File: src/rtl/cart_loader.sv
// cart_loader: streams HPS download bytes into the cartridge ROM init port,
// strips an optional header, pads the image to a power of two and publishes
// the resulting address mask for ROM mirroring.
module cart_loader #(
    parameter int unsigned AW            = 17,
    parameter int unsigned HDR_LEN       = 0,
    parameter logic [7:0]  FILL          = 8'hFF,
    parameter int unsigned MIN_SIZE_LOG2 = 8
) (
    input  logic          CLK,
    input  logic          RESB,
    input  logic          DL_START,
    input  logic          DL_END,
    input  logic [7:0]    DL_DATA,
    input  logic          DL_VALID,
    output logic          DL_READY,
    output logic [AW-1:0] INIT_ADDR,
    output logic [7:0]    INIT_DATA,
    output logic          INIT_VALID,
    output logic [AW-1:0] SIZE_MASK,
    output logic          BUSY,
    output logic          DONE,
    output logic          OVERFLOW
);

    localparam int unsigned HW = (HDR_LEN > 1) ? $clog2(HDR_LEN) : 1;
    localparam logic [AW:0] CAP     = {1'b1, {AW{1'b0}}};
    localparam logic [AW:0] MIN_CNT = (AW+1)'(1) << MIN_SIZE_LOG2;

    localparam logic [2:0] S_IDLE = 3'd0;
    localparam logic [2:0] S_SKIP = 3'd1;
    localparam logic [2:0] S_LOAD = 3'd2;
    localparam logic [2:0] S_PAD  = 3'd3;
    localparam logic [2:0] S_FIN  = 3'd4;
    localparam logic [2:0] S_START = (HDR_LEN > 0) ? S_SKIP : S_LOAD;

    logic [2:0]    state, state_d;
    logic [HW-1:0] hdr_cnt, hdr_cnt_d;
    logic [AW:0]   count, count_d;
    logic [AW:0]   count_m1_c;
    logic          xfer_c;
    logic          pad_done_c;
    logic          init_valid_d;
    logic [AW-1:0] init_addr_d;
    logic [7:0]    init_data_d;
    logic [AW-1:0] size_mask_d;
    logic          overflow_d;

    // Handshake and padding-termination decode.
    assign xfer_c     = DL_VALID & DL_READY;
    assign count_m1_c = count - (AW+1)'(1);
    assign pad_done_c = (count == CAP) ||
                        (((count & count_m1_c) == '0) && (count >= MIN_CNT));

    // Next-state, counter and write-port decode; DL_START overrides everything.
    always_comb begin
        state_d      = state;
        hdr_cnt_d    = hdr_cnt;
        count_d      = count;
        init_valid_d = 1'b0;
        init_addr_d  = INIT_ADDR;
        init_data_d  = INIT_DATA;
        size_mask_d  = SIZE_MASK;
        overflow_d   = OVERFLOW;

        if (DL_START) begin
            state_d     = S_START;
            hdr_cnt_d   = '0;
            count_d     = '0;
            overflow_d  = 1'b0;
            size_mask_d = '0;
        end else begin
            case (state)
                S_SKIP: begin
                    if (xfer_c) begin
                        hdr_cnt_d = hdr_cnt + HW'(1);
                        if (hdr_cnt == HW'(HDR_LEN - 1)) begin
                            state_d = S_LOAD;
                        end
                    end
                    if (DL_END) begin
                        state_d = S_PAD;
                    end
                end
                S_LOAD: begin
                    if (xfer_c) begin
                        if (count == CAP) begin
                            overflow_d = 1'b1;
                        end else begin
                            init_valid_d = 1'b1;
                            init_addr_d  = count[AW-1:0];
                            init_data_d  = DL_DATA;
                            count_d      = count + (AW+1)'(1);
                        end
                    end
                    if (DL_END) begin
                        state_d = S_PAD;
                    end
                end
                S_PAD: begin
                    if (pad_done_c) begin
                        size_mask_d = count_m1_c[AW-1:0];
                        state_d     = S_FIN;
                    end else begin
                        init_valid_d = 1'b1;
                        init_addr_d  = count[AW-1:0];
                        init_data_d  = FILL;
                        count_d      = count + (AW+1)'(1);
                    end
                end
                S_FIN: begin
                end
                default: begin
                    state_d = S_IDLE;
                end
            endcase
        end
    end

    // State, counters and registered outputs.
    always_ff @(posedge CLK or negedge RESB) begin
        if (!RESB) begin
            state      <= S_IDLE;
            hdr_cnt    <= '0;
            count      <= '0;
            INIT_VALID <= 1'b0;
            INIT_ADDR  <= '0;
            INIT_DATA  <= '0;
            SIZE_MASK  <= '0;
            OVERFLOW   <= 1'b0;
            DL_READY   <= 1'b0;
            BUSY       <= 1'b0;
            DONE       <= 1'b0;
        end else begin
            state      <= state_d;
            hdr_cnt    <= hdr_cnt_d;
            count      <= count_d;
            INIT_VALID <= init_valid_d;
            INIT_ADDR  <= init_addr_d;
            INIT_DATA  <= init_data_d;
            SIZE_MASK  <= size_mask_d;
            OVERFLOW   <= overflow_d;
            DL_READY   <= (state_d == S_SKIP) || (state_d == S_LOAD);
            BUSY       <= (state_d == S_SKIP) || (state_d == S_LOAD) || (state_d == S_PAD);
            DONE       <= (state_d == S_FIN);
        end
    end

endmodule
File: config.mk
export PLATFORM = sky130hd
export DESIGN_NAME = cart_loader
export DESIGN_NICKNAME = d
export VERILOG_FILES = /design/src/rtl/cart_loader.sv
export SDC_FILE = /design/constraint.sdc
export NUM_CORES = 1
export LEC_CHECK = 0
export BUFFER_PORTS_ARGS = -buffer_cell sky130_fd_sc_hd__buf_2
export CORE_AREA = 5 5 78 94
export CTS_CLUSTER_SIZE = 40
export DETAILED_ROUTE_END_ITERATION = 12
export DIE_AREA = 0 0 83 99
export PLACE_DENSITY = 0.89
export SLEW_MARGIN = 20
export SYNTH_ARGS = -nofsm -noshare
export SYNTH_HDL_FRONTEND = slang
export SYNTH_SLANG_ARGS = --single-unit
File: constraint.sdc
create_clock -name CLK -period 6 [get_ports CLK]
set_input_delay 0.6 -clock CLK [delete_from_list [all_inputs] [get_ports CLK]]
set_output_delay 0.6 -clock CLK [all_outputs]
set_load 0.05 [all_outputs]
# ---- Yosys cells after proc, flatten, opt, wreduce, memory -nomap -nowiden
# Cells that the tools add are included.
dict set report op_classes {
  n_lt_le_gt_ge 1
  reduce_logical 18
  n_mux 35
  bitwise_logic 3
  addsub 3
  eq_ne 15
}
# cell n
set ops {}
lappend ops {{17-bit two-way mux} 6}
lappend ops {{18-bit two-way mux} 4}
lappend ops {{18-bit one-hot mux with 2 select lines} 1}
lappend ops {{17-bit one-hot mux with 2 select lines} 1}
lappend ops {{8-bit two-way mux} 3}
lappend ops {{18-bit by 1-bit adder with 18-bit output, second input constant} 1}
lappend ops {{18-bit AND} 1}
lappend ops {{18-bit == test, second input constant} 1}
lappend ops {{18-bit by 9-bit greater-or-equal comparator with 1-bit output, second input constant} 1}
lappend ops {{18-bit logical NOT} 1}
lappend ops {{3-bit two-way mux} 6}
lappend ops {{18-bit by 1-bit subtractor with 18-bit output, second input constant} 1}
lappend ops {{8-bit one-hot mux with 2 select lines} 1}
lappend ops {{2-bit nonzero test} 7}
lappend ops {{3-bit by 2-bit == test with 1-bit output, second input constant} 4}
lappend ops {{3-bit one-hot mux with 4 select lines} 1}
lappend ops {{1-bit two-way mux} 11}
lappend ops {{3-bit != test, second input constant} 3}
lappend ops {{3-bit by 1-bit == test with 1-bit output, second input constant} 2}
lappend ops {{3-bit == test, second input constant} 2}
lappend ops {{2-bit != test, second input constant} 3}
lappend ops {{5-bit AND reduction} 1}
lappend ops {{2-bit AND reduction} 2}
lappend ops {{4-bit AND reduction} 1}
lappend ops {{other kinds (8)} 10}
dict set report word_totals {
  wordCells 86
  reg_bits 69
  output_inout_bits 47
}

# ---- Depth between registers and ports, before layout
dict set report logic_depth {
  depth_word 11
  depth_mapped 15
  depth_no_buf 13
}

# ---- Least setup slack after synthesis
# Ideal clock, no wire load.
dict set report synth_timing {
  path_kind {flip-flop to flip-flop}
  start {register count[8]}
  end {register INIT_ADDR[10]}
  path_buffers 2
  path_stages_with_launch 12
  setup_slack_ns 2.784
  arrival_time_ns 3.090
  synth_period_minus_slack_ns 3.216
  cell_sequence {dfrtp_1 > or3_1 > nand2b_1 > or3_1 > ha_1 > nor4_1 > nand4_1 > nor3b_2 > or4_1 > buf_4 > buf_6 > mux2_4}
}
dict set report synth_between {
  elab_chain_cells 7
  word_cells_on_any_way 10
  cone_classes {1 x add/sub; 1 x order compare; 3 x eq/ne; 1 x bitwise; 4 x reduce/logical}
}
# item line
set synth_rtl {}
lappend synth_rtl {{start: declaration} 39} ;# logic [AW:0] count, count_d;
lappend synth_rtl {{start signal: assignment} 137} ;# count <= count_d;
lappend synth_rtl {{18-bit by 1-bit subtractor with 18-bit output} 51} ;# assign count_m1_c = count - (AW+1)'(1);
lappend synth_rtl {{18-bit AND} 53} ;# (((count & count_m1_c) == '0) && (count >= MIN_CNT));
lappend synth_rtl {{18-bit logical NOT} 53}
lappend synth_rtl {{1-bit logical AND} 53}
lappend synth_rtl {{1-bit logical OR} 52} ;# assign pad_done_c = (count == CAP) ||
lappend synth_rtl {{2-bit != test (no line)} n/a}
lappend synth_rtl {{5-bit AND reduction (no line) (*)} n/a}
lappend synth_rtl {{end signal: assignment} 139} ;# INIT_ADDR <= init_addr_d;
lappend synth_rtl {{end: declaration} 17} ;# output logic [AW-1:0] INIT_ADDR,
# Mark *: on every way between the ends. The rest lies on a longest branch, timed or not.
# A chain may end at the register's enable or synchronous reset.

# ---- Worst setup path in the final report
dict set report layout_timing {
  start {register count[5]}
  end {register INIT_ADDR[2]}
}
# The elaborated chain is that of the path after synthesis.

==> flow_summary.json <==
{
  "p_leak_nw": 2.10,
  "post_drt_wl_per_cell_um": 16.8,
  "critPathCaptureType": "flip-flop",
  "nets": 419,
  "grt_max_degree": 70,
  "crit_required_ns": 6.22,
  "antenna_found_initial": 0,
  "fp.dieArea_um2": 8220,
  "final_common_cell": "dfrtp_1",
  "synth.area.top_cells": "dfrtp_1 47%, mux2_4 7.8%, ha_1 6.1%",
  "yosysSeqAreaShare": 0.470,
  "syn_nets": 367,
  "overflow": 0,
  "ys_warn_count": 0,
  "critPathKind": "flip-flop to flip-flop",
  "worstPathArrival_ns": 3.94,
  "num_vias": 2957,
  "rsz0062_at_grt": "no",
  "drive_gt1_frac": 0.263,
  "cts.htree.levels": 3,
  "max-slew-margin-rel": 0.440,
  "coreArea_um2": 6330,
  "wirelength_um": 8030,
  "cp-startpoint": "count[5]",
  "synth_area_um2": 3670,
  "post-route-drc-count": 0,
  "die_y_um": 99,
  "synth.top_cell.area_share": 0.470,
  "io_pins": 60,
  "io_buffers": 59,
  "ys_ff_latch": 69,
  "syn_avg_cell_area_um2": 10.9,
  "slowest_delay_ns": 0.49,
  "status": "finished clean",
  "clkLatencyLatePin_ns": 0.35,
  "initial_utilization": 0.580,
  "syn_inst": 336,
  "layout_common_cells": "69 x dfrtp_1, 59 x buf_2, 19 x a21oi_1, 19 x mux2_4",
  "cp_cell_sequence": "nor3_1 > and3_1 > nand2b_1 > or3_1 > ha_1 > nor4_1 > nand4_1 > nor3b_2 > buf_4 > or4_1 > buf_4 > mux2_1",
  "die_x_um": 83,
  "post_drt_via_cell_ratio": 6.20,
  "cts_tree": "done",
  "ys_async_sr_fraction": 1.00,
  "worst_slew_pin_slew_ns": 0.841,
  "root_buffer": "clkbuf_8",
  "antenna_cells": 0,
  "track_usage": 0.208,
  "grt_first_pass_wirelength_um": 13900,
  "hold_buffers": 0,
  "rows": 32,
  "dpl.hpwl_um": 5590,
  "powerDensity_nw_per_um2": 250,
  "skew_ns": 0.00812,
  "ys.flop_type": "dfrtp_1",
  "fin_crit_sh": 0.620,
  "synth_cell_types": 45,
  "fin_crit_ns": 3.72,
  "fin_util": 0.662,
  "grt_pass1_vias": 2955,
  "min_path_type": "primary input to asynchronous set/reset pin",
  "maxCapViolCount": 0,
  "area_growth_pct": 14.0,
  "fmax_mhz": 269,
  "clk_pin_slew_worst_paths_ns": 0.07,
  "final_max_slew_viol_count": 0,
  "drtIter0Drc": 200,
  "stdcell_area_um2": 4190,
  "detail_route.first_pass.iterations": 5,
  "finalSetupTns_ns": 0,
  "r2r_cells": 12,
  "setup_viol": 0,
  "ir_drop_mv": 0.193,
  "crit_path_max_fanout": 26,
  "clock-sinks": 69,
  "dpl_cell_area_um2": 4010,
  "gp_congestion": 1.06,
  "numCtsBuffers": 9,
  "reg2reg_from": "count[5]",
  "cts_setup_buffers": 0,
  "final_antenna_net_count": 0,
  "cts.path.max_buffers": 2,
  "hold_viol": 0,
  "synth_edf_count": 0,
  "start_kind": "flip-flop",
  "cts_resized": 0,
  "crit_slowest_cell": "dfrtp_1",
  "crit_path_frequent_cell": "buf_4",
  "synth_top_area_cell": "dfrtp_1"
}
[cells by family (layout without fill, tap and decap cells)]
| logic type | after synthesis | after routing | share of synthesized area |
|---|---|---|---|
| simple gates | 107 | 107 | 0.171 |
| compound gates | 79 | 79 | 0.148 |
| flops | 69 | 69 | 0.470 |
| buf+inv | 32 | 88 | 0.0378 |
| mux | 28 | 28 | 0.105 |
| fa+ha+maj | 18 | 18 | 0.0614 |
| xor+xnor | 3 | 3 | 0.00716 |
[power breakdown]
group          switching [W]  internal, W  leakage (nW)
Clock               0.000160     0.000181        0.0926
Combinational       0.000141    0.0000649          1.09
Sequential         0.0000150     0.000485         0.923
[path summary, 6_finish.rpt]
kind	end	slack (ns)
setup / recovery	INIT_ADDR[2]	2.28
hold / removal	SIZE_MASK[5]	0.44
setup reg to reg	INIT_ADDR[2]	2.28
hold reg to reg	INIT_ADDR[3]	0.48
max in group asynchronous	INIT_DATA[1]	5.01
min in group CLK	INIT_ADDR[3]	0.48
[metal layers]
metal	wire (µm)	track usage	vias up
met5	0	0	-
met4	207	0.101	0
met3	521	0.0594	21
met2	3960	0.328	133
met1	3340	0.263	1432
li1	-	-	1371
[metrics by stage]
stage / hold WS [ns] / setup WS (ns) / cells / power, W
2_1_floorplan: 0.304 / 2.78 / 336 / 0.000662
3_3_place_gp: 0.473 / 2.54 / 462 / 0.000709
3_5_place_dp: 0.478 / 2.34 / 462 / 0.000714
4_1_cts: 0.466 / 2.30 / 477 / 0.00106
5_1_grt: 0.486 / 2.15 / 477 / 0.00110
6_report: 0.439 / 2.28 / 477 / 0.00105
[area by class of cell]
type / count / area, µm²
fillers: 524 / 2140
multi-input cells: 235 / 1810
flip-flops and latches: 69 / 1730
repair buffers: 64 / 333
well taps: 85 / 106
clock inverters: 1 / 5.00
clock buffers: 14 / 173
inverters: 9 / 33.8
[worst max-delay path: cells and delay by family (launching register included)]
kind                       cells  cell delay (ns)
muxes                          1             0.37
and+or+nand+nor                8             1.89
adders and majority gates      1             0.19
DFF                            1             0.49
buffers and inverters          2             0.62
[synth_stat cells (2+ instances only)]
| master | instances |
|---|---|
| nand2b_1 | 15 |
| dfrtp_1 | 69 |
| xnor2_1 | 3 |
| nor2_1 | 15 |
| a211oi_1 | 2 |
| and3_1 | 4 |
| nand3_1 | 6 |
| mux2_1 | 8 |
| nor3_1 | 6 |
| buf_6 | 2 |
| clkbuf_1 | 19 |
| inv_1 | 7 |
| a21oi_1 | 20 |
| o21ai_1 | 8 |
| nand4_1 | 5 |
| or4_1 | 8 |
| a21o_1 | 2 |
| nor4_1 | 5 |
| nand2_1 | 16 |
| ha_1 | 18 |
| o211ai_1 | 17 |
| o41ai_1 | 18 |
| nor2b_1 | 3 |
| a31oi_1 | 2 |
| o31ai_1 | 7 |
| or3_1 | 14 |
| mux2_4 | 19 |
[flip-flops by register name, indices dropped and copies added (netlist names)]
signal      count
hdr_cnt         1
INIT_VALID      1
BUSY            1
state           3
DL_READY        1
INIT_DATA       8
SIZE_MASK      17
OVERFLOW        1
DONE            1
INIT_ADDR      17
count          18
(Power assumes the default switching activity.)
